`src/rtl/register_bank.sv`:
```
// Register bank with IR, general registers, carry/zero flags and a small output FIFO.
// Loads land one edge after their strobe; the queue drops pushes only when full with no pop.

// Generic valid/ready FIFO; head visible the cycle after the push edge.
// in_rdy stays high when full if the head is popped on the same edge.
module reg_fifo #(
    parameter int WIDTH = 8,
    parameter int DEPTH = 4
) (
    input  logic                       clk,
    input  logic                       reset,
    input  logic                       in_vld,
    input  logic [WIDTH-1:0]           in_dat,
    output logic                       in_rdy,
    output logic                       out_vld,
    output logic [WIDTH-1:0]           out_dat,
    input  logic                       out_rdy,
    output logic [$clog2(DEPTH+1)-1:0] count
);
    localparam int AW = (DEPTH > 1) ? $clog2(DEPTH) : 1;
    localparam int CW = $clog2(DEPTH + 1);
    localparam logic [CW-1:0] FULL = CW'(DEPTH);

    logic [WIDTH-1:0] mem [DEPTH];
    logic [AW-1:0]    wr_ptr;
    logic [AW-1:0]    rd_ptr;
    logic [CW-1:0]    cnt;
    logic             push;
    logic             pop;

    assign out_vld = (cnt != '0);
    assign out_dat = out_vld ? mem[rd_ptr] : '0;
    assign pop     = out_vld && out_rdy;
    assign in_rdy  = (cnt != FULL) || pop;
    assign push    = in_vld && in_rdy;
    assign count   = cnt;

    // Pointers wrap for free because DEPTH is a power of two.
    always_ff @(posedge clk) begin
        if (reset) begin
            wr_ptr <= '0;
            rd_ptr <= '0;
            cnt    <= '0;
        end else begin
            if (push) wr_ptr <= wr_ptr + 1'b1;
            if (pop)  rd_ptr <= rd_ptr + 1'b1;
            if (push && !pop)      cnt <= cnt + 1'b1;
            else if (pop && !push) cnt <= cnt - 1'b1;
        end
    end

    always_ff @(posedge clk) begin
        if (push) mem[wr_ptr] <= in_dat;
    end
endmodule

// Top level: IR (self-clearing), NREGS registers, flags, output queue.
// All state updates one edge after the strobe; q_overflow is sticky until reset.
module register_bank #(
    parameter int WIDTH     = 8,
    parameter int NREGS     = 4,
    parameter int OUT_DEPTH = 4
) (
    input  logic                           clk,
    input  logic                           reset,
    input  logic [WIDTH-1:0]               dbus,
    input  logic                           load_ir,
    input  logic [NREGS-1:0]               load_en,
    input  logic                           flag_en,
    input  logic                           carry,
    input  logic                           out_en,
    input  logic                           q_ready,
    output logic [WIDTH-1:0]               ir,
    output logic [NREGS*WIDTH-1:0]         regs,
    output logic                           flag_carry,
    output logic                           flag_zero,
    output logic [WIDTH-1:0]               q_data,
    output logic                           q_valid,
    output logic [$clog2(OUT_DEPTH+1)-1:0] q_count,
    output logic                           q_overflow
);
    logic push_rdy;

    always_ff @(posedge clk) begin
        if (reset) begin
            ir         <= '0;
            regs       <= '0;
            flag_carry <= 1'b0;
            flag_zero  <= 1'b0;
            q_overflow <= 1'b0;
        end else begin
            ir <= load_ir ? dbus : '0;
            for (int i = 0; i < NREGS; i++) begin
                if (load_en[i]) regs[i*WIDTH +: WIDTH] <= dbus;
            end
            if (flag_en) begin
                flag_carry <= carry;
                flag_zero  <= (dbus == '0);
            end
            if (out_en && !push_rdy) q_overflow <= 1'b1;
        end
    end

    reg_fifo #(
        .WIDTH (WIDTH),
        .DEPTH (OUT_DEPTH)
    ) u_out_q (
        .clk     (clk),
        .reset   (reset),
        .in_vld  (out_en),
        .in_dat  (dbus),
        .in_rdy  (push_rdy),
        .out_vld (q_valid),
        .out_dat (q_data),
        .out_rdy (q_ready),
        .count   (q_count)
    );
endmodule
```
`config.mk`:
```
export PLATFORM = sky130hd
export DESIGN_NAME = register_bank
export DESIGN_NICKNAME = d
export VERILOG_FILES = /design/src/rtl/register_bank.sv
export SDC_FILE = /design/constraint.sdc
export NUM_CORES = 1
export LEC_CHECK = 0
export CAP_MARGIN = 20
export CELL_PAD_IN_SITES_DETAIL_PLACEMENT = 0
export CELL_PAD_IN_SITES_GLOBAL_PLACEMENT = 1
export CORE_ASPECT_RATIO = 0.5
export CORE_UTILIZATION = 42
export DETAILED_ROUTE_END_ITERATION = 12
export PLACE_DENSITY = 0.82
export SYNTH_ARGS = -nofsm -noshare
export SYNTH_HDL_FRONTEND = slang
export SYNTH_SLANG_ARGS = --single-unit
```
`constraint.sdc`:
```
create_clock -name clk -period 4.5 [get_ports clk]
set_input_delay 0.9 -clock clk [delete_from_list [all_inputs] [get_ports clk]]
set_output_delay 0.9 -clock clk [all_outputs]
set_load 0.05 [all_outputs]
```
## Word level (Yosys, flattened, before mapping)

Memory sizes are Yosys's and may differ from the RTL's. A register that Yosys moved wholly into a read port is not among the register bits.
Index checks and enable logic that the tools add are counted.

- Memories kept: 1
- Bits of input ports: 19
- Output and inout port bits: 55
- Memory bits (writable): 32
- Register bits: 50
- Word-level logic and storage cells: 38

- Eq/ne operators: 1
- Add/sub/neg operators: 4
- Muxes and demuxes: 7
- Bitwise gates (word level): 1
- Reduce and logical (&&, ||, !) cells: 13

Memory list:

| memory | depth | bits a word | rd ports | clocked after memory_dff | wr ports | RTL line | RTL |
|---|---|---|---|---|---|---|---|
| u_out_q.mem | 4 | 8 | 1 | 1 | 1 | 24 | `logic [WIDTH-1:0] mem [DEPTH];` |

Operator list:

| cell | count |
|---|---|
| $logic_not A8 Y1 | 1 |
| $mux W8 | 1 |
| $mux W3 | 2 |
| $logic_and A1 B1 Y1 | 5 |
| $add A2 B1 Y2 const B | 2 |
| $mux W2 | 2 |
| $add A3 B1 Y3 const B | 1 |
| $logic_not A1 Y1 | 3 |
| $ne A3 B3 Y1 const B | 1 |
| $reduce_bool A3 Y1 | 1 |
| $sub A3 B1 Y3 const B | 1 |
| $mux W1 | 2 |
| $reduce_bool A2 Y1 | 1 |
| $reduce_or A2 Y1 | 1 |
| $logic_or A1 B1 Y1 | 1 |
| $not A1 Y1 | 1 |

## Depth between registers and ports, before layout

Gate-level depths: netlist of the first run.

- Depth in word-level cells: 8
- Mapped depth: 9
- Depth with buffers taken out: 8

## By module

A second synthesis of the first run with hierarchy kept.

- Cells, all modules: 234
- Area, all modules: 3180.6 sq um

Modules (own cells, without submodules):

| module | seq. area each (sq um) | cells an instance | area an instance (sq um) | instances |
|---|---|---|---|---|
| reg_fifo | 1141.1 | 101 | 1690.4 | 1 |
| register_bank | 860.8 | 133 | 1490.2 | 1 |

## Least setup slack after synthesis of the first run

No wires, ideal clock.

- Path kind: register to output
- Start: reg u_out_q.cnt[0], in the netlist u_out_q.count[0]
- End: out q_data[0]
- Slack: 1799 ps
- Path buffers: 1
- Arrival time: 1801 ps
- Required time: 3600 ps
- Stages on the path, launching flop included: 4
- Cell sequence: dfxtp_1 nor3_1 buf_2 nor2b_1

- Longest elaborated chain between the ends: 2

Ends and longest elaborated chain:

| item | RTL line | RTL |
|---|---|---|
| start, declared | 27 | `logic [CW-1:0] cnt;` |
| start signal, assigned | 47 | `if (push && !pop) cnt <= cnt + 1'b1;` |
| start signal, assigned | 48 | `else if (pop && !push) cnt <= cnt - 1'b1;` |
| $reduce_bool A3 Y1 | 31 | `assign out_vld = (cnt != '0);` |
| $mux W8 | 32 | `assign out_dat = out_vld ? mem[rd_ptr] : '0;` |
| end, declared | 77 | `output logic [WIDTH-1:0] q_data,` |

Every way passes these cells.

==> out/results.ini, run 1 <==
[synth]
syn_area_per_cell_sq_um=13.4
yosysSeqAreaShare_pct=63.7
ys.flop_type=dfxtp_1
yosysWarningCount=0
synth-seq-cells=84
synth_edf_count=32
synth_fp_nets=259
syn_area_sq_mm=0.00314
yosysUniqueCellTypes=25
netlist_instances=234
synthArstFlopShare_pct=0

[worst_hold_path]
hold_depth=2
hold_path_class=register to register
hold_start=q_overflow
hold_path_end=q_overflow

[timing]
fin_hold_ws_ps=471
hold_violations=0
fmax_ghz=0.304
post-route-period-util_pct=73.1
period_needed_ps=3290
maxSlewViolCount=0
slew_headroom_pct=46.4
grt_setup_unrepaired=false
tightest_slew_ps=801
skew_ps=3.06
finalSetupTns_ps=0
setup_violations=0

[clocking]
cts_resized=0
cts-buffers-inserted=9
ctsHoldBuffers=0
h-tree-depth=3
clockBufferDepth=2
path_clk_slew_ps=60
postCtsSetupRepairBufs=0
root_buffer=clkbuf_16
clk_latency_ps=330
cts.sinks=84
cts_tree=built

[power]
p_total_mw=2.48
power_leakage_nw=1.63
ir_worst_vdd_mv=0.255
p_per_area_mw_per_mm2=582

[global_routing]
grt_max_degree=25
grt_pass1_vias=2023
antenna_found_initial=0
track_usage_pct=17.4
gr-total-overflow=0
grt_pass1_wl_um=10300

[die]
start_util_pct=45.2
die_area_sq_mm=0.00786
coreArea_sq_mm=0.00696
die-width_um=124
boundaryPins=74
dieHeight_um=63.2
core.rowCount=21

[cells_and_area]
fin_nets=332
drive_gt1_share_pct=8.65
area_delta_synth_final_pct=35.5
final_area_sq_mm=0.00426
num_antenna_cells=0
final_util_pct=61.2

[critical_path]
rr_startpoint=u_out_q.count[0]
cp_data_required_time_ps=3600
start_kind=register
crit_type=register to primary output
worstRegToRegCells=8
cp-end-kind=primary output
worstPathArrival_ps=2390
critical_path.reg2reg.endpoint=u_out_q.count[2]
reg2reg_slack_ps=2050
worstPathMaxFanout=8

[placement]
placed_area_sq_mm=0.00394
portBuffers=73
dpl.hpwl_um=4370
gp_congestion=0.715

[job]
max_cap_violations=0

[route]
initialDrtViolationCount=68
drc=0
drt_pass1_iterations=4
viasPerCell=4.87
wl_um=6280
ant_nets=0
vias=1966
wire_per_inst_um=15.5

[run_status]
status=complete, no violations

cell families after synthesis:
kind of cell	Yosys count	share of synthesized area, %
AOI/OAI and AO/OA	7	1.19
xor gates and xnor gates	3	0.836
adders and majority gates	6	2.63
buffers and inverters	17	2.51
DFF	84	63.7
muxes	44	17.3
and+or+nand+nor	73	11.8
sequential cells by signal, indices dropped and copies added, names as in the netlist, named ones only:
signal and count:
regs 32, u_out_q.wr_ptr 2, u_out_q.rd_ptr 2, flag_carry 1, q_overflow 1, flag_zero 1
u_out_q.count 3, u_out_q.mem 32, ir 8
stage by stage:
step	std cells	worst slack (ps)
floorplan	234	1800
global placement	388	1260
detailed placement	388	1120
CTS	404	1150
global route	404	1060
finish	404	1210
cell usage after synthesis, drive strengths merged (2+ instances only):
cell / number / area, sq um
mux2i: 35 / 350
buf: 7 / 41.3
and2: 12 / 75.1
mux4: 8 / 180
inv: 4 / 15.0
nand2b: 3 / 18.8
clkbuf: 6 / 22.5
a21oi: 4 / 20.0
nor2b: 10 / 62.6
dfxtp: 52 / 1040
ha: 5 / 62.6
or3: 2 / 12.5
xor2: 3 / 26.3
nor3: 2 / 10.0
edfxtp: 32 / 961
o21ai: 2 / 10.0
nor2: 40 / 150
area by class of cell:
cell class | count | area (sq um)
Clock buffer | 10 | 229
Clock inverter | 6 | 88.8
Fill cell | 580 | 2700
Inverter | 4 | 15.0
Multi-Input combinational cell | 133 | 1060
Sequential cell | 84 | 2000
Tap cell | 92 | 115
Timing Repair Buffer | 75 | 746
worst max-delay path: stages, from the launching register on:
cell             delay, ps
dfxtp_1                650
mux4_2                 580
nor2b_1                140
clkdlybuf4s50_1        690
report_power, final:
group | leakage, nW | switching [mW] | total, mW | internal [mW]
clock network | 0.149 | 0.284 | 0.770 | 0.487
logic | 0.763 | 0.476 | 0.777 | 0.301
registers | 0.722 | 0.0700 | 0.932 | 0.862
layout by cell type (no fill, tap or decap), drive strengths merged:
| master | n |
|---|---|
| clkdlybuf4s50 | 73 |
| dfxtp | 52 |
| nor2 | 40 |
| mux2i | 35 |
| edfxtp | 32 |
| and2 | 12 |
| nor2b | 10 |
| clkbuf | 10 |
| mux4 | 8 |
| ha | 5 |
| inv | 5 |
| a21oi | 4 |
| xor2 | 3 |
| nand2b | 3 |
| nor3 | 2 |
| o21ai | 2 |
| or3 | 2 |
| clkinvlp | 2 |
| bufinv | 2 |
| buf | 2 |
| nor4b | 1 |
| o31ai | 1 |
| nand2 | 1 |
| nor4 | 1 |
| nand4b | 1 |
| mux2 | 1 |
| fa | 1 |
| clkinv | 1 |
routing by layer:
metal	vias up	global-route usage, %	share of wire [%]
met2	45	29.1	48
met5	-	0	0
met1	957	20.9	46
met4	0	6.78	1.3
met3	11	5.69	4.7
li1	953	-	-
worst max path at each step:
stage / slack (ps) / start / to / cells after the start
floorplan: 1800 / u_out_q.count[0] / q_data[0] / 3
global placement: 1260 / q_ready / u_out_q.count[2] / 9
detailed placement: 1120 / q_ready / u_out_q.count[2] / 9
CTS: 1150 / register / q_data[4] / 3
global route: 1060 / register / q_data[4] / 3
finish: 1210 / register / q_data[3] / 3
(Power assumes the default switching activity.)
==> inputs of run 2 (changes only) <==
--- a/config.mk
+++ b/config.mk
@@ -9,9 +9,9 @@
 export CELL_PAD_IN_SITES_DETAIL_PLACEMENT = 0
 export CELL_PAD_IN_SITES_GLOBAL_PLACEMENT = 1
 export CORE_ASPECT_RATIO = 0.5
-export CORE_UTILIZATION = 42
+export CORE_UTILIZATION = 39
 export DETAILED_ROUTE_END_ITERATION = 12
-export PLACE_DENSITY = 0.82
+export PLACE_DENSITY = 0.77
 export SYNTH_ARGS = -nofsm -noshare
 export SYNTH_HDL_FRONTEND = slang
 export SYNTH_SLANG_ARGS = --single-unit
==> constraint.sdc (replaced) <==
create_clock -name clk -period 3.1 [get_ports clk]
set_input_delay 0.62 -clock clk [delete_from_list [all_inputs] [get_ports clk]]
set_output_delay 0.62 -clock clk [all_outputs]
set_load 0.05 [all_outputs]
==> run 2 against run 1 <==
Compared with the run above:
- worst setup slack worse by 940 ps
- via count shrank 0.56%
- hold slack gained 3.6 ps
- utilization shrank 5.2 points
- critical path type unchanged
==> out/results.ini, run 2 (synthesized netlist as in run 1, its figures left out) <==
[die]
dieHeight_um=65.5
coreArea_sq_mm=0.00757
die-width_um=129
boundaryPins=74
start_util_pct=41.5
core.rowCount=22
die_area_sq_mm=0.00845

[timing]
maxSlewViolCount=0
tightest_slew_ps=524
fmax_ghz=0.354
finalSetupTns_ps=0
hold_violations=0
post-route-period-util_pct=91.2
slew_headroom_pct=64.9
setup_slack_ps=273
grt_setup_unrepaired=false
skew_ps=3.41
period_needed_ps=2830
setup_violations=0

[route]
viasPerCell=4.63
drc=0
vias=1955
wl_um=6290
initialDrtViolationCount=88
ant_nets=0
wire_per_inst_um=14.9
drt_pass1_iterations=4

[critical_path]
crit_path_cell_trace=buf_4, mux4_2, nor2b_1, clkdlybuf4s50_1
worstPathMaxFanout=8
cp_data_required_time_ps=2480
cpMaxStageDelayCell=clkdlybuf4s50_1
crit_family=buffers and inverters
cp.buffers_inverters=2
crit_type=register to primary output
crit_path_max_incr_delay_ps=690
cp-end-kind=primary output
worstPathArrival_ps=2210
start_kind=register

[job]
max_cap_violations=0

[clocking]
clk_latency_ps=330
postCtsSetupRepairBufs=0
ctsHoldBuffers=0
cts_resized=0
cts_tree=built
cts.sinks=84
root_buffer=clkbuf_16
cts-buffers-inserted=9
h-tree-depth=3
path_clk_slew_ps=60
clockBufferDepth=2

[cells_and_area]
final_common_cell=clkdlybuf4s50_1
drive_gt1_share_pct=8.60
final_cell_mix=clkdlybuf4s50_1 (73), dfxtp_1 (52), nor2_1 (40), mux2i_1 (35), edfxtp_1 (32)
top_regs=regs x32, u_out_q.mem x32, ir x8
num_antenna_cells=0
area_delta_synth_final_pct=34.8
fin_nets=334
fillers=637

[power]
p_per_area_mw_per_mm2=807
power_leakage_nw=1.62
p_total_mw=3.42
ir_worst_vdd_mv=0.373

[placement]
gp_congestion=0.737
dpl.hpwl_um=4370
portBuffers=73
post-place-ws_ps=317

[global_routing]
grt_pass1_wl_um=9910
gr-total-overflow=0
grt_pass1_vias=1892
grt_max_degree=39
antenna_found_initial=0
track_usage_pct=16.3

[worst_hold_path]
hold_path_class=register to register

[run_status]
status=complete, no violations

[run 2: cell types whose count changed in the layout (fill, tap and decap cells not counted)]
cell / delta
clkinv_1: +1
clkbuf_1: +1
bufinv_16: -2
inv_6: -1
buf_4: +2
clkinv_2: +1
[run 2: power by group]
group	internal (mW)	switching, mW	total, mW
clock	0.536	0.393	0.929
sequential	1.25	0.0757	1.33
combinational	0.444	0.717	1.16
total	2.23	1.19	3.42
[run 2: routing by layer]
layer / vias up / wire length, um / GRT usage [%]
li1: 960 / - / -
met1: 954 / 2940 / 19.8
met2: 36 / 3050 / 26.9
met3: 5 / 250 / 5.78
met4: 0 / 55 / 6.18
met5: - / 0 / 0
[run 2: final timing paths]
| check | from | end | slack (ps) | cells after the start |
|---|---|---|---|---|
| min reg2reg | q_overflow | q_overflow | 470 | 2 |
| max | register | q_data[3] | 270 | 4 |
| max reg2reg | u_out_q.count[0] | u_out_q.count[2] | 930 | 7 |
| min | q_overflow | q_overflow | 470 | 2 |
[run 2: worst register-to-register path: cells and delay by family, from the launching register on]
family / cells / cell delay [ps]
and+or+nand+nor: 1 / 300
xor gates and xnor gates: 1 / 170
buffers and inverters: 1 / 60
AOI/OAI and AO/OA: 2 / 560
DFF: 1 / 400
adders and majority gates: 2 / 620
[run 2: cell type report]
| class | count | area (sq um) | share of cell area (%) |
|---|---|---|---|
| Clock inverter | 5 | 28.8 | 0.679 |
| Multi-Input combinational cell | 133 | 1060 | 25.1 |
| Sequential cell | 84 | 2000 | 47.2 |
| Timing Repair Buffer | 77 | 761 | 18.0 |
| Tap cell | 108 | 135 | 3.19 |
| Inverter | 4 | 15.0 | 0.354 |
| Clock buffer | 11 | 233 | 5.49 |
[run 2: stage by stage]
step	instances	area, sq um	util (%)	hold WS (ps)
floorplan	234	3140	-	459
global placement	406	3980	52.5	465
detailed placement	406	3980	52.5	467
CTS	422	4240	56.0	482
global route	422	4240	56.0	507
finish	422	4240	56.0	475
